## src/rtl/input_debounce_sync_if.sv

```systemverilog
// Pad-input conditioning bus: raw bytes in, debounced byte plus change
// strobe and optional sticky rising-edge flags out.
interface input_debounce_sync_if #(
  parameter int WIDTH = 8
);
  logic             en;
  logic [WIDTH-1:0] raw_in;
  logic [WIDTH-1:0] db_out;
  logic             changed;
  logic [WIDTH-1:0] rise_flags;
  logic             clr_flags;

  // Selector side: drives raw pads and controls, consumes the clean byte
  modport master (
    output en, raw_in, clr_flags,
    input  db_out, changed, rise_flags
  );

  // Debouncer side
  modport slave (
    input  en, raw_in, clr_flags,
    output db_out, changed, rise_flags
  );
endinterface

```

## src/rtl/input_debounce_sync.sv

```systemverilog
// input_debounce_sync: 2-flop synchroniser plus per-bit debounce counter.
// db_out only flips after DEBOUNCE_CYCLES consecutive synchronised samples
// disagree with it; a single agreeing sample restarts the count.
// Optional macro INPUT_DEBOUNCE_RISE_FLAGS_EN adds sticky per-bit rising-edge
// flags cleared by clr_flags; without it rise_flags is tied to 0.

// One debounced bit. o_flip is high in the cycle whose rising edge will
// update o_db, so the top can build the change strobe and rise flags.
module input_debounce_sync_lane #(
  parameter int DEBOUNCE_CYCLES = 16
) (
  input  logic clk,
  input  logic rst,
  input  logic i_en,
  input  logic i_raw,
  output logic o_db,
  output logic o_flip
);
  localparam int CW = $clog2(DEBOUNCE_CYCLES + 1);
  localparam logic [CW-1:0] CNT_LAST = CW'(DEBOUNCE_CYCLES - 1);

  logic          r_sync0;
  logic          r_sync1;
  logic [CW-1:0] r_cnt;
  logic          r_db;
  logic          w_mismatch;
  logic          w_flip;

  assign w_mismatch = r_sync1 ^ r_db;
  assign w_flip     = i_en & w_mismatch & (r_cnt == CNT_LAST);

  // Synchroniser runs regardless of en; counter clears on en=0, agreement,
  // or the terminal count that commits the new stable value.
  always_ff @(posedge clk or posedge rst) begin
    if (rst) begin
      r_sync0 <= 1'b0;
      r_sync1 <= 1'b0;
      r_cnt   <= '0;
      r_db    <= 1'b0;
    end else begin
      r_sync0 <= i_raw;
      r_sync1 <= r_sync0;
      if (!i_en || !w_mismatch || w_flip) r_cnt <= '0;
      else                                r_cnt <= r_cnt + 1'b1;
      if (w_flip) r_db <= r_sync1;
    end
  end

  assign o_db   = r_db;
  assign o_flip = w_flip;
endmodule

module input_debounce_sync #(
  parameter int WIDTH           = 8,
  parameter int DEBOUNCE_CYCLES = 16
) (
  input  logic                  clk,
  input  logic                  rst,
  input_debounce_sync_if.slave  bus
);
  logic [WIDTH-1:0] w_db;
  logic [WIDTH-1:0] w_flip;
  logic             r_changed;

  for (genvar g = 0; g < WIDTH; g++) begin : g_lane
    input_debounce_sync_lane #(
      .DEBOUNCE_CYCLES(DEBOUNCE_CYCLES)
    ) u_lane (
      .clk    (clk),
      .rst    (rst),
      .i_en   (bus.en),
      .i_raw  (bus.raw_in[g]),
      .o_db   (w_db[g]),
      .o_flip (w_flip[g])
    );
  end

  // One strobe per edge no matter how many bits flip together
  always_ff @(posedge clk or posedge rst) begin
    if (rst) r_changed <= 1'b0;
    else     r_changed <= |w_flip;
  end

  assign bus.db_out  = w_db;
  assign bus.changed = r_changed;

`ifdef INPUT_DEBOUNCE_RISE_FLAGS_EN
  logic [WIDTH-1:0] r_rise;
  logic [WIDTH-1:0] w_rise_set;

  // A flip while db is currently 0 is a 0->1 transition
  assign w_rise_set = w_flip & ~w_db;

  // Sticky flags; a set on the same edge as a clear wins
  always_ff @(posedge clk or posedge rst) begin
    if (rst) r_rise <= '0;
    else     r_rise <= (r_rise & ~{WIDTH{bus.clr_flags}}) | w_rise_set;
  end

  assign bus.rise_flags = r_rise;
`else
  logic w_unused_clr;
  assign w_unused_clr   = ^{1'b0, bus.clr_flags};
  assign bus.rise_flags = '0;
`endif
endmodule
```

## src/flat_wrapper.sv

```systemverilog
// flat-port wrapper written by rule: the top's interface ports become plain ports
module input_debounce_sync_flat 
#(
  parameter int WIDTH           = 8,
  parameter int DEBOUNCE_CYCLES = 16
)
  (clk, rst, bus_en, bus_raw_in, bus_clr_flags, bus_db_out, bus_changed, bus_rise_flags);
  input_debounce_sync_if #(.WIDTH(WIDTH)) bus_i ();
  input  logic clk;
  input  logic rst;
  input wire logic [$bits(bus_i.en)-1:0] bus_en;
  input wire logic [$bits(bus_i.raw_in)-1:0] bus_raw_in;
  input wire logic [$bits(bus_i.clr_flags)-1:0] bus_clr_flags;
  output wire logic [$bits(bus_i.db_out)-1:0] bus_db_out;
  output wire logic [$bits(bus_i.changed)-1:0] bus_changed;
  output wire logic [$bits(bus_i.rise_flags)-1:0] bus_rise_flags;
  assign bus_i.en = bus_en;
  assign bus_i.raw_in = bus_raw_in;
  assign bus_i.clr_flags = bus_clr_flags;
  assign bus_db_out = bus_i.db_out;
  assign bus_changed = bus_i.changed;
  assign bus_rise_flags = bus_i.rise_flags;
  input_debounce_sync #(.WIDTH(WIDTH), .DEBOUNCE_CYCLES(DEBOUNCE_CYCLES)) u_core (.clk(clk), .rst(rst), .bus(bus_i));
endmodule
```

## config.mk

```make
export PLATFORM = sky130hd
export DESIGN_NAME = input_debounce_sync_flat
export DESIGN_NICKNAME = d
export VERILOG_FILES = /design/src/rtl/input_debounce_sync_if.sv /design/src/rtl/input_debounce_sync.sv /design/src/flat_wrapper.sv
export SDC_FILE = /design/constraint.sdc
export NUM_CORES = 1
export LEC_CHECK = 0
export ABC_AREA = 1
export CORE_MARGIN = 4
export CORE_UTILIZATION = 51
export DETAILED_ROUTE_END_ITERATION = 7
export HOLD_SLACK_MARGIN = 0.03
export PLACE_DENSITY = 0.75
export SLEW_MARGIN = 20
export SYNTH_ARGS = -nofsm -noshare
export SYNTH_HDL_FRONTEND = slang
export SYNTH_SLANG_ARGS = --single-unit
```

## constraint.sdc

```tcl
create_clock -name clk -period 4.5 [get_ports clk]
set_input_delay 0.9 -clock clk [delete_from_list [all_inputs] [get_ports clk]]
set_output_delay 0.9 -clock clk [all_outputs]
set_load 0.005 [all_outputs]
```

# Word-level counts from Yosys, hierarchy flattened
# Cells that the tools add are included.
[word_totals]
ff_bits = 65
latchBits = 0
ram_bits = 0
romBits = 0
in_bits = 12
memories = 0
[op_classes]
add_sub_neg = 8
mul = 0
div = 0
n_lt_le_gt_ge = 0
n_eq_ne = 8
shift = 0
muxes = 8
bitwise_logic = 24
n_reduce_logical = 26
[op_table]
columns = ["op", "count"]
rows = [
  ["5-bit by 1-bit adder with 5-bit output (second input constant)", 8],
  ["5-bit by 4-bit == test with 1-bit output (second input constant)", 8],
  ["5-bit 2-to-1 mux", 8],
  ["1-bit bitwise AND", 16],
  ["1-bit logical OR", 16],
  ["1-bit logical NOT", 9],
  ["8-bit OR reduction", 1],
  ["1-bit bitwise XOR", 8],
]

# Logic depth before layout (Yosys ltp)
# Gate-level depths: netlist of the first run.
[depth]
word_depth = 5
mapped_depth = 8
depth_no_buf = 8

# Modules after synthesis
# Synthesis of the first run repeated with hierarchy kept, for this count alone.
[unflattened]
hier_cells = 330
hier_area_um2 = 3001.6
[by_module_without_submodules]
columns = ["mod", "instances", "cells_each", "area_each_um2", "seq_area_each_um2"]
rows = [
  ["input_debounce_sync_lane", 8, 38, 356.6, 200.2],
  ["input_debounce_sync", 1, 26, 148.9, 25.0],
]

# Worst setup path after synthesis of the first run
# OpenSTA, ideal clock, no wires.
[synth_path]
path_kind = "input port to flip-flop"
startpoint = "input port bus_en"
endpoint = "register u_core.r_changed, in the netlist u_core.bus.changed"
setup_time_ps = 119
arrival_ps = 1459
required_time_ps = 4381
slack_ps = 2923
path_stages = 6
cell_sequence = "buf_6 > buf_12 > nand4_1 > nand2_1 > nor2_1 > nand2_1"
[synth_via]
elab_chain_len = 3
word_cells_on_any_way = 17
[synth_lines]
columns = ["element", "line", "source"]
rows = [
  ["from (decl)", "flat_wrapper.sv:11", "input wire logic [$bits(bus_i.en)-1:0] bus_en;"],
  ["1-bit bitwise AND (2 in series)", "input_debounce_sync.sv:30", "assign w_flip = i_en & w_mismatch & (r_cnt == CNT_LAST);"],
  ["8-bit OR reduction *", "input_debounce_sync.sv:81", "else r_changed <= |w_flip;"],
  ["to (signal assigned)", "input_debounce_sync.sv:81", ""],
  ["to (decl)", "input_debounce_sync.sv:63", "logic r_changed;"],
]
# Every way passes the cells marked *; elsewhere a longest branch is shown, timed or not.
# A chain may end at the register's enable or synchronous reset.

# Final worst setup path of the first run
[layout_path]
startpoint = "input port bus_en"
endpoint = "register u_core.g_lane[6].u_lane.r_cnt[2]"
[layout_via]
elab_chain_len = 4
word_cells_on_any_way = 6
[layout_lines]
columns = ["element", "line", "source"]
rows = [
  ["1-bit bitwise AND / 1-bit logical NOT (equally long branches)", "input_debounce_sync.sv:30, input_debounce_sync.sv:43", ""],
  ["1-bit bitwise AND / 1-bit logical OR (equally long branches)", "input_debounce_sync.sv:30, input_debounce_sync.sv:43", ""],
  ["1-bit logical OR *", "input_debounce_sync.sv:43", "if (!i_en || !w_mismatch || w_flip) r_cnt <= '0;"],
  ["5-bit 2-to-1 mux *", "input_debounce_sync.sv:43", ""],
  ["to (signal assigned)", "input_debounce_sync.sv:44", "else r_cnt <= r_cnt + 1'b1;"],
  ["to (decl)", "input_debounce_sync.sv:24", "logic [CW-1:0] r_cnt;"],
]
# Marks and branches as above.

==> impl_metrics.env, run 1 <==
export IMPL_outcome="finished clean"
export IMPL_dieWidth_um=83.71
export IMPL_seq_area_frac_synth_pct=55.65
export IMPL_final_common_cell="dfrtp_1"
export IMPL_synth_area_um2=2923
export IMPL_reg2reg_to="u_core.g_lane[6].u_lane.r_cnt[2]"
export IMPL_netlist_instances=284
export IMPL_placed_cells=365
export IMPL_skew_ps=6.483
export IMPL_io_buffers=19
export IMPL_swShare_pct=23.63
export IMPL_ys_warn_count=0
export IMPL_cts_max_level=3
export IMPL_diodes=0
export IMPL_p_leak_nw=1.489
export IMPL_cts_tree="done"
export IMPL_path_clk_slew_ps=70
export IMPL_worst_pin_slew_ps=971.9
export IMPL_holdPathEnd="u_core.g_lane[5].u_lane.r_sync1"
export IMPL_p_seq_share_pct=54.9
export IMPL_placed_area_um2=3085
export IMPL_max_freq_ghz=0.4123
export IMPL_syn2layout_area_growth_pct=11.77
export IMPL_clock_power_share_pct=40.5
export IMPL_layoutNonFillerInstCount=381
export IMPL_post_drt_wl_per_cell_um=11.06
export IMPL_hp_start="u_core.g_lane[5].u_lane.r_sync0"
export IMPL_dr_pass1_iters=4
export IMPL_clock_sinks=65
export IMPL_grt_pass1_vias=1757
export IMPL_cp_max_fo=16
export IMPL_rsz0062_at_grt="false"
export IMPL_p_sw_uw=260.7
export IMPL_hold_buffers=0
export IMPL_antenna_found_initial=0
export IMPL_layout_drive_gt1_share_pct=9.709
export IMPL_finalSetupViolCount=0
export IMPL_grt_pass1_wl_mm=7.507
export IMPL_pwr_share_comb_pct=4.6
export IMPL_io_pins=29
export IMPL_cp_required_ps=4750
export IMPL_startpoint_type="primary input"
export IMPL_arrival_ps=2680
export IMPL_layout_nets=332
export IMPL_min_delay_path_depth=0
export IMPL_ys_ff_latch=65
export IMPL_yosysUniqueCellTypes=17
export IMPL_cts_buffer_depth=2
export IMPL_cp_end_kind="register"
export IMPL_r2r_setup_slack_ps=2940
export IMPL_r2r_start="u_core.g_lane[6].u_lane.r_cnt[0]"
export IMPL_vias=1790
export IMPL_final_max_slew_viol_count=0
export IMPL_synth_top_cell_by_area="dfrtp_1"
export IMPL_insertion_delay_ps=340
export IMPL_syn_area_per_cell_um2=10.29
export IMPL_relSlewSlack_pct=35.00
export IMPL_synth_top_area_share_pct=55.65
export IMPL_drc=0
export IMPL_vias_per_cell=4.698
export IMPL_ant_nets=0
export IMPL_design_area_um2=3267
export IMPL_setup_slack_ps=2075
export IMPL_grtUsageTotal_pct=13.82
export IMPL_hold_class="reg -> reg"
export IMPL_fp_dieArea_um2=7007
export IMPL_fin_tns_setup_ps=0
export IMPL_drt_iter0_drc=73
export IMPL_fp_coreArea_um2=5540
export IMPL_place_ws_ps=1712
export IMPL_start_util_pct=52.76
export IMPL_rows=27
export IMPL_die_h_um=83.71
export IMPL_critPathKind="in -> reg"
export IMPL_cts_setup_buffers=0
export IMPL_hold_viol=0
export IMPL_fin_crit_ps=2425
export IMPL_overflow=0
export IMPL_cts_root_buf="clkbuf_8"
export IMPL_reg2regPathDepth=7
export IMPL_ys_top_cells_by_area="dfrtp_1 56%, ha_1 6.8%, nor2_1 6.4%"
export IMPL_drv_cap=0
export IMPL_internal_power_uw=842.4
export IMPL_post_route_period_util_pct=53.90
export IMPL_grt_max_degree=44
export IMPL_power_total_mw=1.103
export IMPL_cts_made_buffers=9
export IMPL_max_vdd_ir_drop_v=0.0002073
export IMPL_powerDensity_nw_per_um2=337.7
export IMPL_ctsResizeCount=0
export IMPL_layout_common_cells="65 x dfrtp_1, 50 x nor2_1, 48 x inv_1"
export IMPL_dpl_hpwl_mm=2.988
export IMPL_gp_congestion=0.7487
export IMPL_routed_wl_mm=4.214
-- registers in the layout, indices dropped and copies added, names as in the netlist --
name	flops
u_core.g_lane.u_lane.r_cnt	40
u_core.g_lane.u_lane.o_db	8
u_core.g_lane.u_lane.r_sync0	8
u_core.g_lane.u_lane.r_sync1	8
u_core.bus.changed	1
-- worst max-delay path: stages --
cell and delay [ps]:
clkdlybuf4s50_1 1110, nand4_1 370, nor3b_1 290
-- routing by layer --
layer	vias to the layer above	track usage [%]	wire, µm
li1	905	-	-
met1	833	15.54	1887
met2	39	22.27	1951
met3	13	5.232	242
met4	0	8.187	132
met5	-	0	0
-- synthesized netlist by cell type --
cell type / instances
ha_1: 16
nand2_1: 37
nand3_1: 8
xor2_1: 8
conb_1: 1
nor2_1: 50
inv_1: 49
buf_4: 16
o21ai_0: 4
buf_6: 1
nor3b_1: 2
o21ai_1: 4
nand4_1: 10
nor3b_2: 6
nand4_4: 6
dfrtp_1: 65
buf_12: 1
-- how the worst max path moves through the flow --
stage	start	to	slack, ps	cells past startpoint
floorplan	rst	u_core.bus.changed	1970	1
global placement	bus_en	u_core.g_lane[6].u_lane.r_cnt[2]	1730	3
detailed placement	bus_en	u_core.g_lane[6].u_lane.r_cnt[2]	1710	3
CTS	bus_en	u_core.g_lane[6].u_lane.r_cnt[2]	2070	3
global route	bus_en	u_core.g_lane[6].u_lane.r_cnt[2]	1990	3
finish	bus_en	u_core.g_lane[6].u_lane.r_cnt[2]	2070	3
-- per-stage QoR --
step	hold slack [ps]	utilization, %
after global placement	335.7	55.69
after global routing	358.8	58.97
after detailed placement	335.5	55.69
final	350.1	58.97
after CTS	351.6	58.97
after floorplan	331.2	-
-- logic make-up after synthesis --
family	synth area share [%]
AOI/OAI and AO/OA	1.370
xor gates and xnor gates	2.397
adders and majority gates	6.849
buffers and inverters	11.47
DFF	55.65
other	0.1283
and+or+nand+nor	22.13
-- power groups by stage --
stage	sequential [mW]	combinational [mW]	clock [mW]
final	0.606	0.0506	0.447
after global routing	0.607	0.0592	0.485
after CTS	0.606	0.0525	0.461
after detailed placement	0.617	0.0521	0
after global placement	0.616	0.0504	0
after floorplan	0.615	0.0424	0
-- area by class of cell --
class,instances,area [µm²]
fill,482,2273
sequential,65,1627
multi-input combinational,159,987.2
timing repair buffer,20,197.7
inverter,49,183.9
clock buffer,11,151.4
tap,72,90.09
clock inverter,5,30.03
Power figures use the tool's default switching activity.
==> run 2: changes to the inputs <==
--- a/config.mk
+++ b/config.mk
@@ -10,7 +10,7 @@
 export CORE_UTILIZATION = 51
 export DETAILED_ROUTE_END_ITERATION = 7
 export HOLD_SLACK_MARGIN = 0.03
-export PLACE_DENSITY = 0.75
+export PLACE_DENSITY = 0.77
 export SLEW_MARGIN = 20
 export SYNTH_ARGS = -nofsm -noshare
 export SYNTH_HDL_FRONTEND = slang
==> constraint.sdc (replaced) <==
create_clock -name clk -period 2.2 [get_ports clk]
set_input_delay 0.44 -clock clk [delete_from_list [all_inputs] [get_ports clk]]
set_output_delay 0.44 -clock clk [all_outputs]
set_load 0.005 [all_outputs]
==> run 2 against run 1 <==
Flip-flop and latch count unchanged. Final cell count rose by 0.26%. Sequential share of layout area fell by 0.42 points. Die area unchanged. Via count increased by 1.0%. Design area up 0.84%. Power rose by 110%. First-iteration DRC count fell by 47%. Largest cell class unchanged.
==> impl_metrics.env, run 2 (synthesis gave the netlist of run 1 again) <==
export IMPL_layout_drive_gt1_share_pct=9.032
export IMPL_arrival_ps=1270
export IMPL_vias_per_cell=4.733
export IMPL_wl_met1_mm=1.855
export IMPL_fp_coreArea_um2=5540
export IMPL_layout_common_cells="65 x dfrtp_1, 50 x nor2_1, 48 x inv_1"
export IMPL_largest_reg_flops=40
export IMPL_cp_top_family="buffers and inverters"
export IMPL_fin_crit_ps=1707
export IMPL_hold_buffers=0
export IMPL_reg2reg_to="u_core.g_lane[6].u_lane.r_cnt[2]"
export IMPL_drc=0
export IMPL_grt_pass1_vias=1777
export IMPL_p_leak_nw=1.505
export IMPL_min_delay_path_depth=0
export IMPL_overflow=0
export IMPL_path_clk_slew_ps=70
export IMPL_cp_max_fo=4
export IMPL_layout_nets=333
export IMPL_diodes=0
export IMPL_hp_start="u_core.g_lane[5].u_lane.r_sync0"
export IMPL_start_util_pct=52.76
export IMPL_nFillCells=467
export IMPL_dr_pass1_iters=4
export IMPL_ctsResizeCount=0
export IMPL_final_max_slew_viol_count=0
export IMPL_powerDensity_nw_per_um2=701.9
export IMPL_cts_setup_buffers=0
export IMPL_antenna_found_initial=0
export IMPL_drt_iter0_drc=39
export IMPL_hold_class="reg -> reg"
export IMPL_grt_pass1_wl_mm=7.458
export IMPL_r2r_setup_slack_ps=690
export IMPL_cp_end_kind="primary output"
export IMPL_cts_made_buffers=9
export IMPL_r2r_start="u_core.g_lane[6].u_lane.r_cnt[0]"
export IMPL_max_vdd_ir_drop_v=0.0004647
export IMPL_multi_input_area_um2=987.2
export IMPL_outcome="finished clean"
export IMPL_cts_root_buf="clkbuf_8"
export IMPL_top_register="u_core.g_lane.u_lane.r_cnt"
export IMPL_max_freq_ghz=0.5857
export IMPL_io_buffers=19
export IMPL_cts_tree="done"
export IMPL_cpPeakStageDelay_ps=520
export IMPL_post_route_period_util_pct=77.60
export IMPL_drv_cap=0
export IMPL_crit_slowest_cell="clkdlybuf4s50_1"
export IMPL_insertion_delay_ps=330
export IMPL_crit_chain="clkdlybuf4s50_1"
export IMPL_finalSetupViolCount=0
export IMPL_dieWidth_um=83.71
export IMPL_gp_congestion=0.7047
export IMPL_io_pins=29
export IMPL_post_drt_wl_per_cell_um=11.20
export IMPL_syn2layout_area_growth_pct=12.71
export IMPL_final_common_cell="dfrtp_1"
export IMPL_highest_layer="met4"
export IMPL_clock_sinks=65
export IMPL_crit_buf_inv=1
export IMPL_seq_area_um2=1627
export IMPL_hold_viol=0
export IMPL_layoutNonFillerInstCount=382
export IMPL_grtUsageTotal_pct=13.57
export IMPL_reg2regPathDepth=7
export IMPL_routed_wl_mm=4.280
export IMPL_rows=27
export IMPL_die_h_um=83.71
export IMPL_grt_max_degree=66
export IMPL_rsz0062_at_grt="false"
export IMPL_cts_max_level=3
export IMPL_critPathKind="reg -> out"
export IMPL_dpl_hpwl_mm=3.061
export IMPL_placed_cells=366
export IMPL_startpoint_type="register"
export IMPL_dr_wl_met2_mm=2.116
export IMPL_cts_buffer_depth=2
export IMPL_fp_dieArea_um2=7007
export IMPL_ant_nets=0
export IMPL_vias=1808
export IMPL_skew_ps=9.305
export IMPL_cp_required_ps=1760
export IMPL_holdPathEnd="u_core.g_lane[5].u_lane.r_sync1"
export IMPL_fin_tns_setup_ps=0
export IMPL_wl_met3_um=221
==> run 2: stage by stage <==
| step | hold slack [ps] | utilization (%) | power [mW] | area (µm²) | setup slack, ps |
|---|---|---|---|---|---|
| finish | 347.2 | 59.46 | 2.312 | 3294 | 492.8 |
| global route | 357.4 | 59.46 | 2.427 | 3294 | 424.4 |
| CTS | 351.0 | 59.46 | 2.346 | 3294 | 472.7 |
| detailed placement | 338.5 | 56.05 | 1.372 | 3105 | 395.0 |
| global placement | 332.8 | 56.05 | 1.367 | 3105 | 426.2 |
| floorplan | 331.2 | - | 1.344 | 2949 | 133.5 |
==> run 2: power by group <==
group	total [mW]	switching [mW]	leakage [nW]	internal, mW
Combinational	0.107	0.0674	0.545	0.0401
Clock	0.966	0.414	0.0974	0.552
Sequential	1.24	0.0155	0.862	1.22
==> run 2: area by class of cell <==
type	instances	area share, %
clock buffers	13	4.520
clock inverters	3	1.215
inverters	49	5.583
multi-input cells	159	29.97
flip-flops and latches	65	49.37
well taps	72	2.735
repair buffers	21	6.608
==> run 2: metal layers <==
metal	track usage [%]	vias up
met5	0	-
met4	5.848	0
met3	5.331	9
met2	23.07	33
met1	15.03	857
li1	-	909
==> run 2: worst max path at each step <==
stage | start | end | slack (ps) | cells past startpoint
after floorplan | rst | u_core.bus.changed | 130 | 1
after global placement | bus_en | u_core.g_lane[7].u_lane.r_cnt[2] | 430 | 4
after detailed placement | bus_en | u_core.g_lane[6].u_lane.r_cnt[2] | 400 | 4
after CTS | u_core.g_lane[3].u_lane.o_db | bus_db_out[3] | 470 | 1
after global routing | u_core.g_lane[5].u_lane.o_db | bus_db_out[5] | 420 | 1
final | u_core.g_lane[3].u_lane.o_db | bus_db_out[3] | 490 | 1
==> run 2: worst reg2reg max path: cells and delay by family (launching register included) <==
family	cells	cell delay, ps
and+or+nand+nor	4	590
DFF	1	390
adders and majority gates	2	390
buffers and inverters	1	60
==> run 3: changes to the inputs <==
==> constraint.sdc (replaced) <==
create_clock -name clk -period 1.4 [get_ports clk]
set_input_delay 0.28 -clock clk [delete_from_list [all_inputs] [get_ports clk]]
set_output_delay 0.28 -clock clk [all_outputs]
set_load 0.005 [all_outputs]
==> run 3 against run 2 <==
The flow now finishes with violations (negative setup slack). Design area is 9.5% higher. Power is 61% higher. Combinational power is 120% higher. Via count is 8.7% higher. Sequential share of layout area is 4.3 points lower. Critical path depth is 7 higher. Flip-flop and latch count stayed put. Non-clock buffer count is 25 higher. Critical path type is now reg -> reg. Critical endpoint is now u_core.g_lane[6].u_lane.r_cnt[1].
==> impl_metrics.env, run 3 (synthesis gave the netlist of run 1 again) <==
export IMPL_grt_pass1_wl_mm=8.404
export IMPL_startpoint_type="register"
export IMPL_clock_power_share_pct=41.4
export IMPL_die_h_um=83.71
export IMPL_layout_common_cells="65 x dfrtp_1, 41 x inv_1, 37 x nor2_1"
export IMPL_cpPeakStageDelay_ps=360
export IMPL_fin_crit_ps=1449
export IMPL_layout_drive_gt1_share_pct=28.96
export IMPL_dr_pass1_iters=6
export IMPL_rows=27
export IMPL_hold_buffers=0
export IMPL_clock_sinks=65
export IMPL_internal_power_mw=2.891
export IMPL_outcome="finished with violations"
export IMPL_drv_cap=0
export IMPL_grt_pass1_vias=1903
export IMPL_cts_max_level=3
export IMPL_cp_end_kind="register"
export IMPL_hold_class="reg -> reg"
export IMPL_post_route_period_util_pct=103.5
export IMPL_grt_max_degree=66
export IMPL_cp_common_cell="ha_2"
export IMPL_path_clk_slew_ps=70
export IMPL_final_max_slew_viol_count=0
export IMPL_start_util_pct=52.76
export IMPL_overflow=0
export IMPL_final_common_cell="dfrtp_1"
export IMPL_antenna_found_initial=0
export IMPL_r2r_setup_slack_ps=-50
export IMPL_p_sw_uw=825.4
export IMPL_failed_checks="negative setup slack"
export IMPL_hold_viol=0
export IMPL_cts_made_buffers=9
export IMPL_finalSetupViolCount=8
export IMPL_p_seq_share_pct=52.4
export IMPL_dieWidth_um=83.71
export IMPL_syn2layout_area_growth_pct=23.46
export IMPL_routed_wl_mm=5.179
export IMPL_fp_dieArea_um2=7007
export IMPL_vias_per_cell=4.828
export IMPL_rsz0062_at_grt="true"
export IMPL_crit_chain="ha_2, nand2_2, nor2_1, ha_2, inv_2, nand4_1, buf_6, nor2_4"
export IMPL_critPathKind="reg -> reg"
export IMPL_arrival_ps=1680
export IMPL_top_register="u_core.g_lane.u_lane.r_cnt"
export IMPL_max_freq_ghz=0.6903
export IMPL_io_buffers=19
export IMPL_cts_buffer_depth=2
export IMPL_insertion_delay_ps=340
export IMPL_io_pins=29
export IMPL_powerDensity_nw_per_um2=1030
export IMPL_diodes=0
export IMPL_max_vdd_ir_drop_v=0.0006726
export IMPL_gp_congestion=0.7443
export IMPL_cp_max_fo=3
export IMPL_drc=0
export IMPL_power_total_mw=3.717
export IMPL_fin_util_pct=65.13
export IMPL_swShare_pct=22.21
export IMPL_drt_iter0_drc=130
export IMPL_ant_nets=0
export IMPL_pwr_share_comb_pct=6.2
export IMPL_skew_ps=7.723
export IMPL_vias=1965
export IMPL_largest_reg_flops=40
export IMPL_dpl_hpwl_mm=3.281
export IMPL_fp_coreArea_um2=5540
export IMPL_cts_tree="done"
export IMPL_post_drt_wl_per_cell_um=12.72
export IMPL_layout_nets=358
export IMPL_p_leak_nw=1.661
export IMPL_cts_root_buf="clkbuf_8"
export IMPL_setup_slack_ps=-48.58
export IMPL_crit_slowest_cell="dfrtp_1"
export IMPL_cp_required_ps=1640
export IMPL_grtUsageTotal_pct=15.53
==> run 3: cell types whose count changed in the layout (fill, tap and decap cells not counted), moves of 3 or more <==
cell | before | now
nand2_2 | 0 | 6
nor2_1 | 50 | 37
nand2_1 | 37 | 31
buf_4 | 1 | 24
nor2_4 | 0 | 4
ha_2 | 0 | 16
inv_1 | 48 | 41
dlygate4sd2_1 | 0 | 9
inv_2 | 1 | 7
o21ai_0 | 4 | 1
nor2_2 | 0 | 9
clkdlybuf4s50_1 | 19 | 10
o21ai_1 | 4 | 7
ha_1 | 16 | 0
==> run 3: metal layers <==
| metal | wire length [µm] | global-route usage [%] |
|---|---|---|
| met5 | 0 | 0 |
| met2 | 2718 | 25.67 |
| met4 | 233 | 9.211 |
| met1 | 1985 | 17.46 |
| met3 | 241 | 5.035 |
==> run 3: final timing paths <==
check,endpoint,depth (start not counted),start
min in group asynchronous,u_core.g_lane[5].u_lane.r_sync0,3,rst
hold reg to reg,u_core.g_lane[5].u_lane.r_sync1,0,u_core.g_lane[5].u_lane.r_sync0
hold / removal,u_core.g_lane[5].u_lane.r_sync1,0,u_core.g_lane[5].u_lane.r_sync0
max in group asynchronous,u_core.g_lane[3].u_lane.r_cnt[4],3,rst
setup / recovery,u_core.g_lane[6].u_lane.r_cnt[1],8,u_core.g_lane[6].u_lane.r_cnt[1]
setup reg to reg,u_core.g_lane[6].u_lane.r_cnt[1],8,u_core.g_lane[6].u_lane.r_cnt[1]
==> run 3: timing repair <==
item	CTS	global route
buffers inserted	10	4
cloned	0	0
resized for setup	23	38
setup endpoints to repair	22	34
pin swaps	12	30
==> run 3: worst max-delay path, delay by kind of cell (launching register included) <==
kind,cells,cell delay [ps]
adders and majority gates,2,410
DFF,1,360
and+or+nand+nor,4,360
buffers and inverters,2,190
==> run 3: cell type report <==
| type | instances | area [µm²] |
|---|---|---|
| sequential | 65 | 1627 |
| fill | 445 | 1932 |
| multi-input combinational | 159 | 1105 |
| inverter | 49 | 187.7 |
| tap | 72 | 90.09 |
| timing repair buffer | 46 | 410.4 |
| clock inverter | 3 | 40.04 |
| clock buffer | 13 | 148.9 |
==> run 3: power groups by stage <==
stage               Sequential, mW  Combinational (mW)  Clock (mW)
finish                        1.95               0.231        1.54
CTS                           1.95               0.211        1.57
detailed placement            1.98               0.206           0
global placement              1.98               0.199           0
floorplan                     1.98               0.137           0
global route                  1.95               0.262        1.68
==> run 3: metrics by stage <==
| stage | cells | setup TNS, ps | hold WS, ps | setup WS [ps] | area, µm² |
|---|---|---|---|---|---|
| 2_1_floorplan | 291 | 0 | 311.4 | 58.89 | 2953 |
| 3_3_place_gp | 377 | -799.7 | 331.4 | -89.46 | 3204 |
| 3_5_place_dp | 377 | -1681 | 334.7 | -148.6 | 3204 |
| 4_1_cts | 403 | 0 | 350.0 | 2.264 | 3485 |
| 5_1_grt | 407 | -1192 | 352.6 | -108.9 | 3608 |
| 6_report | 407 | -215.1 | 348.3 | -48.58 | 3608 |
